File: config.mk
export PLATFORM = sky130hd
export DESIGN_NAME = regbank_store
export DESIGN_NICKNAME = d
export VERILOG_FILES = /design/src/rtl/regbank_pkg.sv /design/src/rtl/regbank_dec5to32.sv /design/src/rtl/regbank_store.sv
export SDC_FILE = /design/constraint.sdc
export NUM_CORES = 2
export LEC_CHECK = 0
export ABC_AREA = 1
export CAP_MARGIN = 20
export CORE_AREA = 8 8 431 433
export CTS_CLUSTER_SIZE = 20
export DETAILED_ROUTE_END_ITERATION = 8
export DIE_AREA = 0 0 439 441
export PLACE_DENSITY = 0.43
export REMOVE_ABC_BUFFERS = 1
export SETUP_SLACK_MARGIN = 0.05
export SLEW_MARGIN = 20
export SYNTH_ARGS = -nofsm -noshare
export SYNTH_HDL_FRONTEND = slang
export SYNTH_HIERARCHICAL = 1
export SYNTH_SLANG_ARGS = --single-unit
export TNS_END_PERCENT = 30
File: constraint.sdc
create_clock -name clk -period 99.3 [get_ports clk]
set_input_delay 9.93 -clock clk [delete_from_list [all_inputs] [get_ports clk]]
set_output_delay 9.93 -clock clk [all_outputs]
set_load 0.01 [all_outputs]
File: src/rtl/regbank_pkg.sv
// Shared constants and slice helper for the register bank storage.
package regbank_pkg;
  localparam int REG_COUNT  = 32;
  localparam int DATA_WIDTH = 32;
  localparam int ADDR_WIDTH = 5;
  localparam int BUS_WIDTH  = REG_COUNT * DATA_WIDTH;
  localparam int ZERO_IDX   = 0;

  function automatic int slice_base(input int idx);
    return idx * DATA_WIDTH;
  endfunction
endpackage

File: src/rtl/regbank_dec5to32.sv
// 5-to-32 one-hot decoder with enable; all-zero output when disabled.
module dec5to32 import regbank_pkg::*; (
  input  logic                  en,
  input  logic [ADDR_WIDTH-1:0] idx,
  output logic [REG_COUNT-1:0]  onehot
);
  always_comb begin
    onehot = '0;
    if (en) onehot[idx] = 1'b1;
  end
endmodule

File: src/rtl/regbank_store.sv
// Architectural register storage with pending-write scoreboard and ID stall.
// Optional same-cycle writeback forwarding via macro REGBANK_BYPASS_EN.
module regbank_store #(
  parameter int DATA_WIDTH = 32,
  parameter int ADDR_WIDTH = 5,
  parameter int ZERO_REG   = 1
) (
  input  logic                                   clk,
  input  logic                                   reset,
  input  logic                                   RegWrite,
  input  logic [ADDR_WIDTH-1:0]                  WriteRegister,
  input  logic [DATA_WIDTH-1:0]                  WriteData,
  input  logic                                   IssueValid,
  input  logic [ADDR_WIDTH-1:0]                  IssueDest,
  input  logic [ADDR_WIDTH-1:0]                  ReadRegister1,
  input  logic [ADDR_WIDTH-1:0]                  ReadRegister2,
  output logic [(2**ADDR_WIDTH)*DATA_WIDTH-1:0]  RegBus,
  output logic [2**ADDR_WIDTH-1:0]               Busy,
  output logic                                   Stall
);
  import regbank_pkg::*;

  localparam int NREG = 2**ADDR_WIDTH;
  // Register 0 is excluded from both storage writes and the scoreboard when hardwired.
  localparam logic [NREG-1:0] KEEP = (ZERO_REG != 0) ? ~(NREG'(1) << ZERO_IDX) : '1;

  logic [NREG-1:0]       wr_hot, iss_hot, wr_hit, iss_hit, busy_eff;
  logic [DATA_WIDTH-1:0] regs [NREG];

  dec5to32 u_dec_wr (
    .en     (RegWrite),
    .idx    (WriteRegister),
    .onehot (wr_hot)
  );

  dec5to32 u_dec_iss (
    .en     (IssueValid),
    .idx    (IssueDest),
    .onehot (iss_hot)
  );

  assign wr_hit  = wr_hot & KEEP;
  assign iss_hit = iss_hot & KEEP;

  always_ff @(posedge clk or posedge reset) begin
    if (reset) begin
      for (int i = 0; i < NREG; i++) regs[i] <= '0;
    end else begin
      for (int i = 0; i < NREG; i++)
        if (wr_hit[i]) regs[i] <= WriteData;
    end
  end

  // Set after clear so a newer producer issued on the writeback edge keeps the bit.
  always_ff @(posedge clk or posedge reset) begin
    if (reset) Busy <= '0;
    else       Busy <= (Busy & ~wr_hit) | iss_hit;
  end

  for (genvar i = 0; i < NREG; i++) begin : g_slice
`ifdef REGBANK_BYPASS_EN
    assign RegBus[i*DATA_WIDTH +: DATA_WIDTH] = wr_hit[i] ? WriteData : regs[i];
`else
    assign RegBus[i*DATA_WIDTH +: DATA_WIDTH] = regs[i];
`endif
  end

`ifdef REGBANK_BYPASS_EN
  assign busy_eff = Busy & ~wr_hit;
`else
  assign busy_eff = Busy;
`endif

  assign Stall = busy_eff[ReadRegister1] | busy_eff[ReadRegister2];
endmodule

# [Word level (Yosys, flattened, before mapping)]
# Index checks and enable logic that the tools add are counted.
[op_classes] n_lt_le_gt_ge=6 mux=10 n_bitwise=4 n_reduce_logical=2
[ops] cell="$mux 32" n=2
[ops] cell="$and 32x32->32" n=1
[ops] cell="$not 32->32" n=1
[ops] cell="$or 32x32->32" n=1
[ops] cell="$lt 5x6->1 const B" n=4
[ops] cell="$bmux 1 s5" n=2
[ops] cell="$demux 1 s5" n=2
[ops] cell="$ge 5x1->1 const B" n=2
[ops] cell="$mux 1" n=4
[ops] cell="$logic_and 1x1->1" n=2
[ops] cell="$or 1x1->1" n=1
[totals] regBits=1024

# [Logic depth before layout (Yosys ltp)]
[logic_depth] word_depth=8 ltp_mapped=11

# [Cells and area by module]
# Netlist, hierarchy kept.
[by_module_without_submodules] mod="regbank_store" n_inst=1 cells_each=2474 area_each_um2=39014.9 seq_area_each_um2=25599.6
[by_module_without_submodules] mod="dec5to32" n_inst=2 cells_each=50 area_each_um2=200.2 seq_area_each_um2=0.0

# [Least setup slack after synthesis]
# No wires, ideal clock.
[synth_timing] kind="input port to output port" startpoint="in ReadRegister2[0]" endpoint="out Stall" arrival_ns=10.681 required_time_ns=89.370 slack_ns=78.689 cell_stages=11 n_path_buf=2 path_cell_list="buf_6 -> inv_6 -> buf_6 -> nand2_1 -> nand3_1 -> nand3_1 -> nand2_1 -> nand2_1 -> nand3_1 -> nand2_1 -> nand2_1"
[synth_via] elab_chain_len=3
[synth_rtl] item="start: declaration" line_no="regbank_store.sv:16" text="input logic [ADDR_WIDTH-1:0] ReadRegister2,"
[synth_rtl] item="$bmux 1 s5" line_no="regbank_store.sv:74" text="assign Stall = busy_eff[ReadRegister1] | busy_eff[ReadRegister2];"
[synth_rtl] item="$mux 1 (not written as such)" line_no="regbank_store.sv:74"
[synth_rtl] item="$or 1x1->1" line_no="regbank_store.sv:74"
[synth_rtl] item="end: declaration" line_no="regbank_store.sv:19" text="output logic Stall"
# No other way between the ends. The select of a mux whose other input is x is not followed.

# [Worst setup path in the final report]
[layout_timing] startpoint="in ReadRegister1[0]" endpoint="out Stall"
[layout_via] elab_chain_len=3
[layout_rtl] item="start: declaration" line_no="regbank_store.sv:15" text="input logic [ADDR_WIDTH-1:0] ReadRegister1,"
[layout_rtl] item="$bmux 1 s5" line_no="regbank_store.sv:74"
[layout_rtl] item="$mux 1 (not written as such)" line_no="regbank_store.sv:74"
[layout_rtl] item="$or 1x1->1" line_no="regbank_store.sv:74"
# No other way between the ends. The select of a mux whose other input is x is not followed.

==> results.toml <==
[run_status]
status = "complete, no violations"

[timing]
fin_crit_sh_pct = 22.64
max_freq_mhz = 44.47
fin_setup_tns_ps = 0
rsz0062_at_grt = "no"
hold_violations = 0
drv_slew = 0
worst_slew_margin_rel_pct = 29.03
finClkSkew_ps = 0
setup_violations = 0
fin_crit_ps = 22490
worst_slew_pin_slew_ps = 1065

[floorplanning]
fp.dieH_um = 441
fp.coreArea_um2 = 179200
die_area_um2 = 193600
die_width_um = 439
initial_utilization_pct = 21.99
num_rows = 156
boundaryPins = 1113

[worst_setup_path]
crit_path_max_fanout = 18
rr_worst_depth = 2
timing.rr.end = "Busy[11]"
critical_path_class = "in2out"
worst_ep_arrival_time_ps = 12560
cp-startpoint = "ReadRegister1[0]"
worstSetupEndpointType = "output port"
worstReg2RegStart = "Busy[11]"
r2r_slack_ps = 98370
required_ps = 89370
crit_end = "Stall"
start_kind = "input port"

[final_layout]
area_growth_pct = 43.79
layout-drive-gt1-share_pct = 34.65
layout_commonest_cell = "clkdlybuf4s50_1"
finalNetCount = 3670
n_fill_cell = 18090
fin_area_um2 = 56660
final_cell_mix = "clkdlybuf4s50_1, dfrtp_1, mux2_2, clkbuf_16, nand3_1"

[placed_design]
placed_cell_area_um2 = 52690
port_buffers = 1079
dp_hpwl_um = 127000
place_congestion = 0.7823

[clock_tree]
htreeDepth = 3
clockRootBuffer = "clkbuf_16"
post_cts_resized = 0
post_cts_buffers = 0
clkTransAtPathRegs_ps = 50
clockBufferDepth = 3
cts_num_sinks = 1023
cts_tree = "built"
numCtsBuffers = 120
cts.hold.buffers_added = 0
clock_latency_ps = 730

[routing]
routed_wl_um = 181100
drc = 0
vias = 25400
ant_nets = 0
viasPerCell = 4.158
drt_iter0_drc = 1063
first_pass_iters = 5
wire_per_inst_um = 29.65

[run]
maxCapViolCount = 0

[global_route]
grt_max_degree = 113
grt_pass1_wl_um = 244800
grt.total_usage_pct = 18.07
antenna_found_initial = 20
overflow = 0
grt_pass1_vias = 26950

[yosys]
netlist_area_um2 = 39410
avgSynthCellArea_um2 = 15.32
yosys_warnings = 6
netlist_instances = 2572

[power]
power.density_nw_per_um2 = 23.80
vdd_ir_drop_max_v = 0.00001417
p_leak_nw = 24.46
finalPower_mw = 1.349

[hold_path]
hold_class = "reg2reg"
## per-layer routing
| metal | vias to the layer above | share of wire, % | global-route usage (%) |
|---|---|---|---|
| met1 | 13520 | 36 | 19.73 |
| met2 | 744 | 53 | 33.31 |
| met3 | 249 | 6.2 | 4.267 |
| li1 | 10880 | - | - |
| met4 | 2 | 4.5 | 7.789 |
| met5 | - | 0.0094 | 0 |
## layout make-up
cell class / instances / area, µm² / area share, %
clock inverters: 26 / 301.5 / 0.5321
flip-flops and latches: 1023 / 25600 / 45.18
repair buffers: 1148 / 11260 / 19.87
clock buffers: 196 / 3610 / 6.370
diodes: 24 / 60.06 / 0.1060
well taps: 2370 / 2965 / 5.233
inverters: 52 / 207.7 / 0.3665
multi-input cells: 1269 / 12660 / 22.35
## metrics by stage
step,std cells,utilization (%),worst slack (ps),hold WS (ps)
6_report,6108,31.62,76810,501.4
5_1_grt,6087,31.59,76540,511.1
4_1_cts,6084,31.59,76730,506.1
3_5_place_dp,5862,29.41,76740,493.9
3_3_place_gp,5862,29.41,76750,488.3
2_1_floorplan,2344,-,60580,551.2
## worst min path at each step
stage,end,start,depth (start not counted)
2_1_floorplan,RegBus[1000],RegBus[1000],1
3_5_place_dp,RegBus[364],RegBus[364],1
6_report,RegBus[403],RegBus[403],1
4_1_cts,RegBus[286],RegBus[286],1
5_1_grt,RegBus[517],RegBus[517],1
3_3_place_gp,RegBus[592],RegBus[592],1
## registers in the layout, indices dropped and copies added, names as in the netlist
name,cells
RegBus,992
Busy,31
## critical path: stages
cell and delay [ps]:
clkdlybuf4s50_1 920, inv_2 270, nand2_1 130, nand3_1 70, nand3_1 110, nand3_1 90
nand3_1 80, nand2_1 50, nand2_1 250, clkdlybuf4s50_1 630
## where the power goes
part | switching (mW) | internal (mW)
registers | 0.0459 | 0.499
logic | 0.165 | 0.198
clock network | 0.184 | 0.257
Note: power is estimated with default switching activity, not from simulation.
